[src/rtl/keypad_matrix_scanner.sv]
`default_nettype none
// +------------------------------------------------------------------------------------------+
// | keypad_matrix_scanner                                                                     |
// | Scans a ROWS x COLS key matrix, debounces each key and queues press/release events.       |
// | Optional feature macro: KEYPAD_RELEASE_EVT_EN (queue release events as well as presses).  |
// | Revision: 1.0                                                                             |
// +------------------------------------------------------------------------------------------+
module keypad_matrix_scanner #(
    parameter int ROWS       = 4,
    parameter int COLS       = 4,
    parameter int SCAN_DIV   = 1000,
    parameter int DEBOUNCE   = 3,
    parameter int FIFO_DEPTH = 4,
    localparam int IDX_W     = $clog2(ROWS * COLS)
) (
    input  logic                   clk,
    input  logic                   rst,
    input  logic                   en,
    output logic [COLS-1:0]        keypad_col,
    input  logic [ROWS-1:0]        keypad_row,
    output logic [IDX_W-1:0]       evt_index,
    output logic                   evt_release,
    output logic                   evt_valid,
    input  logic                   evt_ready,
    output logic                   evt_overflow,
    output logic [ROWS*COLS-1:0]   key_state
);

    localparam int c_KEYS    = ROWS * COLS;
    localparam int c_PRESC_W = $clog2(SCAN_DIV);
    localparam int c_COL_W   = $clog2(COLS);
    localparam int c_CNT_W   = 4;
    localparam int c_PTR_W   = $clog2(FIFO_DEPTH);

    logic                   r_active;
    logic [ROWS-1:0]        r_row_meta;
    logic [ROWS-1:0]        r_row_sync;
    logic [c_PRESC_W-1:0]   r_presc;
    logic [c_COL_W-1:0]     r_col;
    logic [c_CNT_W-1:0]     r_cnt [c_KEYS];
    logic [c_KEYS-1:0]      r_key_state;

    logic                   w_run;
    logic                   w_tick;
    logic [c_CNT_W-1:0]     w_cnt_nxt [c_KEYS];
    logic [c_KEYS-1:0]      w_state_nxt;
    logic                   w_fire;
    logic [IDX_W-1:0]       w_fire_idx;
    logic                   w_fire_rel;
    logic                   w_raw;
    int                     w_k;
    logic                   w_push;

    logic [IDX_W-1:0]       r_mem_idx [FIFO_DEPTH];
    logic [c_PTR_W-1:0]     r_wr;
    logic [c_PTR_W-1:0]     r_rd;
    logic [c_PTR_W:0]       r_count;
    logic                   r_overflow;
    logic                   w_full;
    logic                   w_pop;
    logic                   w_wr;

    // r_active delays the first driven column by one clk so that reset forces all columns high
    // and every (re)start of the scan begins with a full-length column-0 period.
    assign w_run  = en & r_active;
    assign w_tick = w_run & (r_presc == c_PRESC_W'(SCAN_DIV - 1));

    always_ff @(posedge clk or posedge rst) begin
        if (rst) begin
            r_active   <= 1'b0;
            r_row_meta <= '1;
            r_row_sync <= '1;
        end else begin
            r_active   <= en;
            r_row_meta <= keypad_row;
            r_row_sync <= r_row_meta;
        end
    end

    always_ff @(posedge clk or posedge rst) begin
        if (rst) begin
            r_presc <= '0;
            r_col   <= '0;
        end else if (!w_run) begin
            r_presc <= '0;
            r_col   <= '0;
        end else if (w_tick) begin
            r_presc <= '0;
            r_col   <= (r_col == c_COL_W'(COLS - 1)) ? '0 : r_col + 1'b1;
        end else begin
            r_presc <= r_presc + 1'b1;
        end
    end

    always_comb begin
        keypad_col = '1;
        if (w_run) begin
            keypad_col[r_col] = 1'b0;
        end
    end

    // Only one key may toggle per tick; a second key ready in the same column holds its count
    // at the threshold and toggles on its next disagreeing sample, so no event is ever lost.
    always_comb begin
        w_cnt_nxt   = r_cnt;
        w_state_nxt = r_key_state;
        w_fire      = 1'b0;
        w_fire_idx  = '0;
        w_fire_rel  = 1'b0;
        w_raw       = 1'b0;
        w_k         = 0;
        if (!w_run) begin
            for (int k = 0; k < c_KEYS; k++) begin
                w_cnt_nxt[k] = '0;
            end
        end else if (w_tick) begin
            for (int r = 0; r < ROWS; r++) begin
                w_k   = r * COLS + int'(r_col);
                w_raw = ~r_row_sync[r];
                if (w_raw == r_key_state[w_k]) begin
                    w_cnt_nxt[w_k] = '0;
                end else if (r_cnt[w_k] == c_CNT_W'(DEBOUNCE - 1)) begin
                    if (!w_fire) begin
                        w_state_nxt[w_k] = w_raw;
                        w_cnt_nxt[w_k]   = '0;
                        w_fire           = 1'b1;
                        w_fire_idx       = IDX_W'(w_k);
                        w_fire_rel       = ~w_raw;
                    end else begin
                        w_cnt_nxt[w_k] = c_CNT_W'(DEBOUNCE - 1);
                    end
                end else begin
                    w_cnt_nxt[w_k] = r_cnt[w_k] + 1'b1;
                end
            end
        end
    end

    always_ff @(posedge clk or posedge rst) begin
        if (rst) begin
            for (int k = 0; k < c_KEYS; k++) begin
                r_cnt[k] <= '0;
            end
            r_key_state <= '0;
        end else begin
            r_cnt       <= w_cnt_nxt;
            r_key_state <= w_state_nxt;
        end
    end

`ifdef KEYPAD_RELEASE_EVT_EN
    logic [FIFO_DEPTH-1:0]  r_mem_rel;

    assign w_push = w_fire;

    always_ff @(posedge clk or posedge rst) begin
        if (rst) begin
            r_mem_rel <= '0;
        end else if (w_wr) begin
            r_mem_rel[r_wr] <= w_fire_rel;
        end
    end

    assign evt_release = r_mem_rel[r_rd];
`else
    assign w_push      = w_fire & ~w_fire_rel;
    assign evt_release = 1'b0;
`endif

    assign w_full = (r_count == (c_PTR_W + 1)'(FIFO_DEPTH));
    assign w_pop  = (r_count != '0) & evt_ready;
    assign w_wr   = w_push & (~w_full | w_pop);

    always_ff @(posedge clk or posedge rst) begin
        if (rst) begin
            for (int i = 0; i < FIFO_DEPTH; i++) begin
                r_mem_idx[i] <= '0;
            end
            r_wr       <= '0;
            r_rd       <= '0;
            r_count    <= '0;
            r_overflow <= 1'b0;
        end else begin
            if (w_wr) begin
                r_mem_idx[r_wr] <= w_fire_idx;
                r_wr            <= r_wr + 1'b1;
            end
            if (w_pop) begin
                r_rd <= r_rd + 1'b1;
            end
            case ({w_wr, w_pop})
                2'b10:   r_count <= r_count + 1'b1;
                2'b01:   r_count <= r_count - 1'b1;
                default: r_count <= r_count;
            endcase
            if (w_push & w_full & ~w_pop) begin
                r_overflow <= 1'b1;
            end else if (w_pop & (r_count == (c_PTR_W + 1)'(1)) & ~w_wr) begin
                r_overflow <= 1'b0;
            end
        end
    end

    assign evt_valid    = (r_count != '0);
    assign evt_index    = r_mem_idx[r_rd];
    assign evt_overflow = r_overflow;
    assign key_state    = r_key_state;

endmodule
`default_nettype wire

[config.mk]
export PLATFORM = sky130hd
export DESIGN_NAME = keypad_matrix_scanner
export DESIGN_NICKNAME = d
export VERILOG_FILES = /design/src/rtl/keypad_matrix_scanner.sv
export SDC_FILE = /design/constraint.sdc
export NUM_CORES = 1
export LEC_CHECK = 0
export CAP_MARGIN = 20
export CORE_MARGIN = 5
export CORE_UTILIZATION = 45
export DETAILED_ROUTE_END_ITERATION = 6
export PLACE_DENSITY = 0.74
export SLEW_MARGIN = 20
export SYNTH_ARGS = -nofsm -noshare
export SYNTH_HDL_FRONTEND = slang
export SYNTH_SLANG_ARGS = --single-unit
export TNS_END_PERCENT = 20
[constraint.sdc]
create_clock -name clk -period 4.2 [get_ports clk]
set_clock_uncertainty 0.05 [all_clocks]
set_input_delay 1.05 -clock clk [delete_from_list [all_inputs] [get_ports clk]]
set_output_delay 1.05 -clock clk [all_outputs]
set_load 0.01 [all_outputs]
* After elaboration in Yosys (flattened, before gate mapping)
Cells that the tools add are included.
** Cells by class
- $add $sub $neg :: 13
- $lt $le $gt $ge :: 21
- Eq/ne operators :: 15
- Muxes and demuxes :: 142
- Bitwise operators :: 42
- Reductions and logical operators :: 14
** Operators with widths (number)
- two-way mux 64 bit :: 19
- two-way mux 16 bit :: 17
- bitwise AND 64 bit :: 4
- bitwise mux 64 bit :: 4
- inverter 64 bit :: 4
- bitwise AND 48 bit :: 3
- inverter 48 bit :: 3
- >= comparator 32 x 5 -> 1 bit, second input constant :: 4
- less-than comparator 32 x 1 -> 1 bit, second input constant :: 4
- two-way mux 4 bit :: 27
- bitwise mux 16 bit :: 5
- binary-select mux 4 bit (select 4 bit) :: 4
- demux 4 bit (select 4 bit) :: 4
- inverter 5 -> 32 bit :: 2
- OR 16 bit :: 3
- two-way mux 1 bit :: 43
- inverter 2 -> 32 bit :: 1
- inverter 4 -> 32 bit :: 1
- two-way mux 10 bit :: 2
- adder 4 x 1 -> 4 bit, second input constant :: 4
- == test 4 x 2 -> 1 bit, second input constant :: 4
- binary-select mux 1 bit (select 4 bit) :: 3
- demux 1 bit (select 4 bit) :: 3
- adder 10 x 1 -> 10 bit, second input constant :: 1
- 36 further kinds :: 78
** Storage, ports and cells
- Flip-flop bits (word level) :: 125
- Input bits :: 8
- Output and inout port bits :: 27
- Logic and storage cells :: 277

* Depth between registers and ports, before layout
- Depth after elaboration :: 29
- Mapped depth :: 17
- Gate-level depth less buffers :: 13

* Worst setup path after synthesis
Ideal clock, no wire load.
- Kind :: reg-to-reg
- From :: register r_col[0]
- To :: register r_count[2]
- Library setup time :: 125 ps
- Arrival :: 3744 ps
- Data required time :: 4025 ps
- Setup slack :: 281 ps
- Cell stages (with the launch flop) :: 18
- Clock period less this slack :: 3919 ps
- Path through :: dfrtp_1 -> buf_6 -> buf_8 -> buf_2 -> clkbuf_1 -> mux4_2 -> ha_1 -> and2_1 -> o2bb2ai_1 -> and3_1 -> buf_4 -> nor3_1 -> o32ai_4 -> nand3_2 -> ha_1 -> mux2i_1 -> nor2_1 -> xor2_1
** Between the ends
- Cells in the longest elaborated chain, start to end :: 27
** Ends and longest elaborated chain
- from (decl) :: RTL line 39 : logic [c_COL_W-1:0] r_col;
- from (signal assigned) :: RTL line 89 : r_col <= (r_col == c_COL_W'(COLS - 1)) ? '0 : r_col + 1'b1;
- inverter 2 -> 32 bit (not written as such) :: RTL line 122 : end else if (r_cnt[w_k] == c_CNT_W'(DEBOUNCE - 1)) begin
- binary-select mux 4 bit (select 4 bit) :: RTL line 122
- two-way mux 4 bit (not written as such) (2 in series) :: RTL line 122
- == test 4 x 2 -> 1 bit :: RTL line 122
- two-way mux 1 bit :: RTL line 122
- two-way mux 1 bit :: RTL line 120 : if (w_raw == r_key_state[w_k]) begin
- two-way mux 1 bit :: RTL line 116 : end else if (w_tick) begin
- two-way mux 1 bit :: RTL line 112 : if (!w_run) begin
- [... 10 more ...]
- two-way mux 1 bit :: RTL line 120
- two-way mux 1 bit :: RTL line 116
- two-way mux 1 bit :: RTL line 112
- inverter 1 bit :: RTL line 166 : assign w_push = w_fire & ~w_fire_rel;
- bitwise AND 1 bit * :: RTL line 166
- bitwise AND 1 bit * :: RTL line 172 : assign w_wr = w_push & (~w_full | w_pop);
- == test 2 x 1 -> 1 bit / == test 2 bit (equally long branches) :: RTL line 191 : case ({w_wr, w_pop})
- one-hot mux 3 bit (2 select lines) / nonzero test 2 bit (equally long branches)
- to (signal assigned) :: RTL line 192 : 2'b10: r_count <= r_count + 1'b1;
- to (signal assigned) :: RTL line 193 : 2'b01: r_count <= r_count - 1'b1;
- to (signal assigned) :: RTL line 194 : default: r_count <= r_count;
- to (decl) :: RTL line 57 : logic [c_PTR_W:0] r_count;
Mark *: on every way between the ends. The rest lies on a longest branch, timed or not. The select of a mux whose other input is x is not followed.
A chain may end at the register's enable or synchronous reset.

* Worst setup path after layout
Ends and elaborated chain as after synthesis.

==> results.ini <==
[finish]
fillCellCount=1155
finish.net_count=616
final_cell_mix=sky130_fd_sc_hd__dfrtp_1, sky130_fd_sc_hd__nand2_1, sky130_fd_sc_hd__nor2_1, sky130_fd_sc_hd__a22o_1, sky130_fd_sc_hd__a21oi_1
regArea_um2=3140
final_layout_size_suffix_gt1_share_pct=16.4
final_common_cell=sky130_fd_sc_hd__dfrtp_1
antenna-diode-count=0
multi_input_comb_area_um2=2870
layout-area-overhead-vs-synth_pct=20.0

[critical_path]
regToRegSetupSlack_ns=0.40
setup.worst_path.start=r_col[0]
setup.worst_path.start_class=register
worstPathArrival_ns=4.08
critical_path.max_fanout=11
crit-reg2reg-capture=r_count[2]
crit_end=r_count[2]
setup.worst_path.class=reg -> reg
r2r.worst_path.cells=12
crit-reg2reg-launch=r_col[0]
cp.required_ns=4.49
setup.worst_path.end_class=register

[yosys]
synth_area_per_cell_um2=11.5
synthXorXnorAreaFrac_pct=3.90
synthCells=547
synth_mux_area_share_pct=11.7
yosys.area_share.adder_pct=4.39
ys_seq_area_share_pct=50.1
synth-edff-count=0
synthesis.area_um2=6260
synth_compound_area_share_pct=14.2
mappedNetlistNets=577
synthSimpleGateAreaFrac_pct=11.7
synth_ff_type=sky130_fd_sc_hd__dfrtp_1
combinational_family_with_the_most_area_after_synthesis=compound AO/OA/AOI/OAI gates
postSynthRegisterBits=125
asyncSetResetFlopFracSynth_pct=100
yosysWarningCount=0
yosys.cell_types.count=53

[floorplan]
io-pin-count=35
die_h_um=128
fp.dieArea_um2=16400
starting_density_of_the_core_pct=45.5
design.core.area_um2=13800
std_cell_rows=43
die_width_um=128

[route]
drt_iter0_drc=319
vias=4560
drt_drc_violations_left=0
dr.pass1.iters=6
viasPerCell=5.85
postRouteWirelength_um=14700
route.antenna.remaining_nets=0
detail_route.wl_per_cell_um=18.9

[sta]
final-hold-violation-count=0
period_share_pct=90.4
slew-limit-headroom_pct=51.0
grt_setup_unrepaired=no
accumulated_negative_setup_slack_ns=0
final-max-slew-violation-count=0
final_period_minus_worst_setup_slack_ns=3.80
max_freq_mhz=263
timing.final.ws_setup_ns=0.403
actual_slew_at_the_worst_max_slew_pin_ns=0.736
setup_violations=0

[power]
power_switching_share_pct=19.3
clockPowerShare_pct=55.7
total_switching_power_mw=0.563
internal-power_mw=2.35
power_per_cell_area_nw_per_um2=388
seqPwrFrac_pct=41.9
total_leakage_power_nw=3.35
pwr-share-comb_pct=2.5
vdd_drop_max_mv=0.244

[place]
post-place-ws_ns=0.331
final_weighted_congestion_in_routability_driven_placement=0.841
place.port_buffers=33
dpl.hpwl_um=9630

[hold_path]
holdCritPathClass=reg -> reg

[global_routing]
globalRoute.totalOverflow=0
grt_pass1_vias=4840
grt_max_degree=47
groute.usage.overall_pct=18.8
grt_first_pass_wirelength_um=24500
antenna_found_initial=0

[cts]
cts_hold_buf=0
cts_resized=0
cts_tree=done
cts_root_buf=sky130_fd_sc_hd__clkbuf_16
cts-buffers-inserted=17
cts.repair_timing.setup_buffer_count=0
cts.sinks=125
htree_levels=4
cts.clk_slew.worst_paths_ns=0.06
clock_latency_ns=0.41
clk_path_buf_depth=2

[run_status]
status=complete, no violations

[flow_run]
cap_violations=0

[worst max-delay path, stage by stage (launching register included)]
cell and delay, ns:
sky130_fd_sc_hd__dfrtp_2 0.54, sky130_fd_sc_hd__mux4_2 0.63, sky130_fd_sc_hd__inv_1 0.09, sky130_fd_sc_hd__ha_1 0.17, sky130_fd_sc_hd__and2_1 0.15, sky130_fd_sc_hd__o2bb2ai_1 0.18
sky130_fd_sc_hd__and3_1 0.44, sky130_fd_sc_hd__nor3_1 0.16, sky130_fd_sc_hd__o32ai_4 0.46, sky130_fd_sc_hd__nand3_2 0.19, sky130_fd_sc_hd__ha_1 0.37, sky130_fd_sc_hd__nor2_1 0.15
sky130_fd_sc_hd__xor2_1 0.15
[how the worst min path moves through the flow]
stage	start	endpoint	slack, ns	cells past startpoint
2_1_floorplan	r_row_meta[0]	r_row_sync[0]	0.30	0
3_3_place_gp	r_row_meta[0]	r_row_sync[0]	0.30	0
3_5_place_dp	r_row_meta[2]	r_row_sync[2]	0.30	0
4_1_cts	r_row_meta[2]	r_row_sync[2]	0.31	0
5_1_grt	r_row_meta[3]	r_row_sync[3]	0.31	0
6_report	r_row_meta[1]	r_row_sync[1]	0.30	0
[through the flow]
step	util, %	area (µm²)	hold WS (ns)	instances	power [mW]
floorplan	-	6270	0.295	547	1.28
global placement	49.7	6840	0.296	746	1.31
detailed placement	49.7	6840	0.298	746	1.31
CTS	54.4	7500	0.305	778	2.92
global route	54.6	7520	0.312	779	3.00
finish	54.6	7520	0.302	779	2.91
[final cells by class]
type	instances	area share (%)
Multi-Input combinational cell	363	38.2
Inverter	28	1.45
Clock inverter	6	2.06
Timing Repair Buffer	51	6.86
Clock buffer	26	6.64
Tap cell	180	3.00
Sequential cell	125	41.8
[cells by family after synthesis]
group / count (synthesis)
adder cells (fa/ha/maj): 22
flip-flops: 125
XOR/XNOR: 27
AO/OA/AOI/OAI: 122
other: 1
multiplexers: 45
buffers and inverters: 59
AND/OR/NAND/NOR: 146
[sequential cells by signal, summed over array words and instances, names as in the netlist]
signal and count:
r_cnt 64, r_rd 2, r_col 2, key_state 16
r_row_sync 4, r_row_meta 4, r_presc 10, r_count 3
r_wr 2, r_mem_idx 16, r_active 1, evt_overflow 1
[power by group through the flow]
stage                     Combinational [mW]  Sequential (mW)  Clock, mW
after floorplan                       0.0396             1.24          0
after global placement                0.0691             1.24          0
after detailed placement              0.0700             1.24          0
after CTS                             0.0704             1.22       1.63
after global routing                  0.0796             1.22       1.70
final                                 0.0716             1.22       1.62
[Yosys cell counts (all sizes together), types with 9 or more instances]
library cell  number  area share (%)
ha                22             4.4
o21ai             18             1.4
nor2              37             2.2
xor2               9             1.3
and3               9            0.90
a21oi             34             2.7
clkbuf            23             1.4
mux2i             16             2.6
nand3             12             1.1
xnor2             18             2.6
dfrtp            117              47
mux4              21             7.6
inv               28             1.7
a22o              37             5.2
nand2             51             3.1
a31oi             12             1.2
[per-layer routing]
metal | track usage (%) | part of all wire (%)
met1 | 24.6 | 42
met2 | 31.2 | 50
met3 | 3.54 | 5.2
met4 | 7.37 | 2.3
met5 | 0 | 0
No activity file was read; power rests on OpenSTA's default activity.
==> RTL edit 1: new RTL, config.mk and constraints unchanged <==
Add an input register stage for `keypad_row`, without a reset; this delays it by one clock. The other inputs are not delayed to match.
--- a/src/rtl/keypad_matrix_scanner.sv
+++ b/src/rtl/keypad_matrix_scanner.sv
@@ -32,6 +32,12 @@
     localparam int c_CNT_W   = 4;
     localparam int c_PTR_W   = $clog2(FIFO_DEPTH);
 
+    logic [ROWS-1:0] keypad_row_q;
+
+    always_ff @(posedge clk) begin
+        keypad_row_q <= keypad_row;
+    end
+
     logic                   r_active;
     logic [ROWS-1:0]        r_row_meta;
     logic [ROWS-1:0]        r_row_sync;
@@ -72,7 +78,7 @@
             r_row_sync <= '1;
         end else begin
             r_active   <= en;
-            r_row_meta <= keypad_row;
+            r_row_meta <= keypad_row_q;
             r_row_sync <= r_row_meta;
         end
     end
Behaviour: no difference found for any inputs over 4 cycles, from zero or initial values and one cycle with rst high; that may be too few to reach the edited logic, so the function may still have changed.
==> RTL edit 1 against the unedited design <==
Total power decreased by 3.7%. Cell count decreased by 1.3%. Count of clock-buffer cells in the layout fell by 7. Clock power decreased by 9%. Routed wire length is 0.46% higher. Setup slack better by 95 ps. Sequential cell count rose by 4. Combinational power down 3%. Cell area rose by 0.35%. Area after synthesis increased by 1.9%. Critical endpoint is now keypad_col[2].
==> RTL edit 1: results (changes against the unedited design) <==
[grt]
grtUsageMet1=0.2439  ; -0.002453
grt_use_met3=0.04740  ; +0.01199
use_met2=0.3104  ; -0.001402
grt_start_max_net_pins=64  ; +36%
first_global_vias=4669  ; -3.5%
grt_usage=0.1875  ; -0.0009846

[logic_synthesis]
yosys.cell_types.count=52  ; -1.9%
syn_nets=567  ; -1.7%
synthTopCellsByArea=dfrtp_1 46%, mux4_2 8.8%, ha_1 4.3%
yosysSeqAreaShare=0.5041  ; +0.003117
synthTopCellsByCount=117 x dfrtp_1, 54 x nand2_1, 43 x nor2_1
synthCells=537  ; -1.8%
synthArstFlopShare=0.9690  ; -0.03101

[sta]
holdWs_ps=245.0  ; -56.70 ps
max_slew.worst_pin.slew_ps=873.3  ; +137.8 ps

[placed_design]
gp_congestion=0.8487  ; +0.93%
place_hpwl_microns=10210  ; +6.1%
dp_cells=737  ; -1.2%
post_dp_cell_area_sq_um=6949  ; +1.6%
dpl_worst_slack_ps=573.1  ; +242.1 ps

[worst_setup_path]
cp.arrival_ps=2600  ; -1480 ps
r2r_slack_ps=600  ; +200 ps
crit_family=buffers and inverters
rr_worst_depth=11  ; -1
max_stage_delay_ps=600  ; -30 ps
crit_slowest_cell=dfrtp_1
r2r-start=r_col[0]
cp_max_fo=14  ; +3

[hold_path]
hold_end=r_row_meta[0]
hp-start=keypad_row_q[0]

[status]
outcome=completed

[cells_and_area]
fin_nets=606  ; -1.6%
stdcell_count=769  ; -1.3%
fillerInstances=1145  ; -0.87%
drive_above_1_share=0.1902  ; +0.02655

[power_and_ir_drop]
p_leak_uw=0.003267  ; -2.5%
peakVddDrop_v=0.0003164  ; +30%

[drt]
drt_iter0_drc=324  ; +1.6%
dr.pass1.iters=5  ; -1
vias_per_cell=5.922  ; +1.2%
met3_length_microns=985  ; +30%
drt-met1-wl_microns=6066  ; -2.4%
wirelength_microns=14780  ; +0.46%

[cts]
clk_path_buf_depth=2  ; unchanged
cts_resized=0  ; unchanged

[die]
die_area_sq_um=16670  ; +1.8%

==> RTL edit 1: cell types whose count changed after synthesis, sizes merged, moves of 6 or more <==
| cell | delta |
|---|---|
| a21oi | -13 |
| o21ai | +15 |
| nand3 | +9 |
| nor2 | +6 |
| a32o | +14 |
| inv | -9 |
| mux2i | -9 |
| mux2 | +6 |
| a22o | -22 |
==> RTL edit 1: worst max path at each step <==
| stage | from | to | slack [ps] | depth (start not counted) |
|---|---|---|---|---|
| final | r_col[0] | keypad_col[2] | 500 | 5 |
| after global routing | r_col[0] | r_count[2] | 320 | 11 |
| after CTS | r_col[0] | keypad_col[2] | 470 | 5 |
| after detailed placement | r_col[0] | r_count[2] | 570 | 11 |
| after global placement | r_col[0] | r_count[2] | 650 | 11 |
| after floorplan | r_col[1] | r_count[2] | 760 | 15 |
==> RTL edit 1: logic make-up (layout without fill, tap and decap cells) <==
family,after synthesis,after routing,share of synthesized area
DFF,129,129,0.5041
muxes,46,46,0.1315
buffers and inverters,47,99,0.03077
and+or+nand+nor,150,150,0.1162
AOI/OAI and AO/OA,116,116,0.1327
xor gates and xnor gates,26,26,0.04096
adders and majority gates,22,22,0.04312
other,1,1,0.0005874
==> RTL edit 1: power by group <==
part	switching [uW]	total, uW	internal, uW
clock network	577	1480	899
logic	50.4	69.8	19.3
registers	6.47	1260	1250
==> RTL edit 1: cell type report <==
cell class | count | area [sq um] | share of cell area
Clock buffer | 19 | 442.9 | 0.05872
Clock inverter | 13 | 151.4 | 0.02007
Inverter | 19 | 75.07 | 0.009952
Multi-Input combinational cell | 361 | 2975 | 0.3944
Sequential cell | 129 | 3218 | 0.4266
Tap cell | 180 | 225.2 | 0.02986
Timing Repair Buffer | 48 | 455.4 | 0.06037
==> RTL edit 2: new RTL, same settings <==
Without the edit above. `COLS`: 4 -> 2.
--- a/src/rtl/keypad_matrix_scanner.sv
+++ b/src/rtl/keypad_matrix_scanner.sv
@@ -7,7 +7,7 @@
 // +------------------------------------------------------------------------------------------+
 module keypad_matrix_scanner #(
     parameter int ROWS       = 4,
-    parameter int COLS       = 4,
+    parameter int COLS       = 2,
     parameter int SCAN_DIV   = 1000,
     parameter int DEBOUNCE   = 3,
     parameter int FIFO_DEPTH = 4,
Interface: changed (resized evt_index, key_state and keypad_col); port bits go from 35 to 24. No check against the original RTL was run, so the function may have changed too.
==> RTL edit 2 against the unedited design <==
Total power decreased by 51%. Cell area decreased by 35%. Routed wire length decreased by 42%. Area after synthesis decreased by 31%. Setup slack improved by 150 ps. Non-clock buffer count decreased by 23. Register-to-register slack improved by 400 ps. Sequential cell count decreased by 45.
==> RTL edit 2: results (changes against the unedited design) <==
[grt]
grt_use_met3=0.03599  ; +0.0005761
first_global_vias=3268  ; -32%
grt_usage=0.1630  ; -0.02544
use_met2=0.2509  ; -0.06088
grt_start_max_net_pins=43  ; -8.5%
grtUsageMet1=0.2295  ; -0.01682
grt_pass1_wl_microns=15240  ; -38%

[drt]
drt_iter0_drc=217  ; -32%
dr.pass1.iters=4  ; -2
wirelength_microns=8604  ; -42%
met3_length_microns=292  ; -62%
drt-met1-wl_microns=4150  ; -33%
vias_per_cell=5.534  ; -5.5%
wl_met2_microns=4052  ; -45%
vias=3221  ; -29%

[cts]
clk_latency_ps=360  ; -50 ps
cts_root_buf=clkbuf_8
cts.clk_slew.worst_paths_ps=90  ; +30 ps
ctsHtreeMaxLevel=3  ; -1
numCtsBuffers=9  ; -8

[cells_and_area]
fillerInstances=851  ; -26%
fin_nets=474  ; -23%
drive_above_1_share=0.1214  ; -0.04219
largest_register_ffs=32  ; -50%

[power_and_ir_drop]
peakVddDrop_v=0.0002067  ; -15%
p_leak_uw=0.002073  ; -38%
switching_share=0.2391  ; +0.04590

[worst_setup_path]
rr_worst_depth=7  ; -5
cp_max_fo=6  ; -5
cp-start-kind=input pin
r2r_slack_ps=800  ; +400 ps
r2r-start=r_col
cp.arrival_ps=2550  ; -1530 ps
worstReg2RegEnd=r_mem_idx[6]

[logic_synthesis]
synthTopCellsByCount=72 x dfrtp_1, 45 x nor2_1, 40 x a21oi_1
syn_nets=450  ; -22%
yosys.cell_types.count=55  ; +3.8%
synthCells=424  ; -22%
yosysSeqAreaShare=0.4688  ; -0.03219

[placed_design]
io_buffers=22  ; -33%
post_dp_cell_area_sq_um=4661  ; -32%
place_hpwl_microns=6144  ; -36%
gp_congestion=0.8111  ; -3.5%
dpl_worst_slack_ps=361.5  ; +30.54 ps
dp_cells=566  ; -24%

[sta]
holdWs_ps=296.9  ; -4.827 ps
max_slew.worst_pin.slew_ps=787.4  ; +51.87 ps

[hold_path]
hold_end=r_row_sync[2]
hp-start=r_row_meta[2]

[status]
outcome=completed

==> RTL edit 2: cell types whose count changed in the layout (fill, tap and decap cells not counted), sizes merged, moves of 12 or more <==
| cell | delta |
|---|---|
| nor3 | +15 |
| mux4 | -18 |
| clkbuf | -16 |
| nand2 | -22 |
| buf | -12 |
| a22o | -37 |
| dfrtp | -45 |
| mux2 | +16 |
| a31oi | -12 |
==> RTL edit 2: final cells by class <==
cell class,instances,area (sq um),area share
clock buffer,10,137.6,0.02824
sequential,80,2012,0.4128
tap,129,161.4,0.03312
timing repair buffer,28,277.8,0.05700
multi-input combinational,316,2161,0.4434
clock inverter,6,75.07,0.01540
inverter,13,48.80,0.01001
==> RTL edit 2: worst max path at each step <==
stage	start	end	slack (ps)
global route	en	keypad_col[1]	460
finish	en	keypad_col[1]	550
detailed placement	en	r_mem_idx[6]	360
global placement	en	r_wr[1]	440
floorplan	r_col	r_count[2]	690
CTS	en	keypad_col[1]	540
==> RTL edit 2: power groups by stage <==
stage	clock network, uW	logic, uW	registers, uW
CTS	617	51.4	782
detailed placement	0	51.3	797
global route	651	57.0	783
global placement	0	50.3	797
finish	604	50.2	782
floorplan	0	31.2	796
==> RTL edit 2: cells by family (layout without fill, tap and decap cells) <==
group | Yosys count | in the layout | share of synthesized area
compound gates | 89 | 89 | 0.1283
simple gates | 151 | 151 | 0.1781
flops | 80 | 80 | 0.4688
buf+inv | 28 | 57 | 0.02770
fa+ha+maj | 18 | 18 | 0.05248
mux | 37 | 37 | 0.1029
other cells | 1 | 1 | 0.0008738
xor+xnor | 20 | 20 | 0.04082
==> RTL edit 2: critical path: stages <==
cell	delay, ps
clkdlybuf4s50_1	530
and2_0	380
nand2_1	90
clkdlybuf4s50_1	490
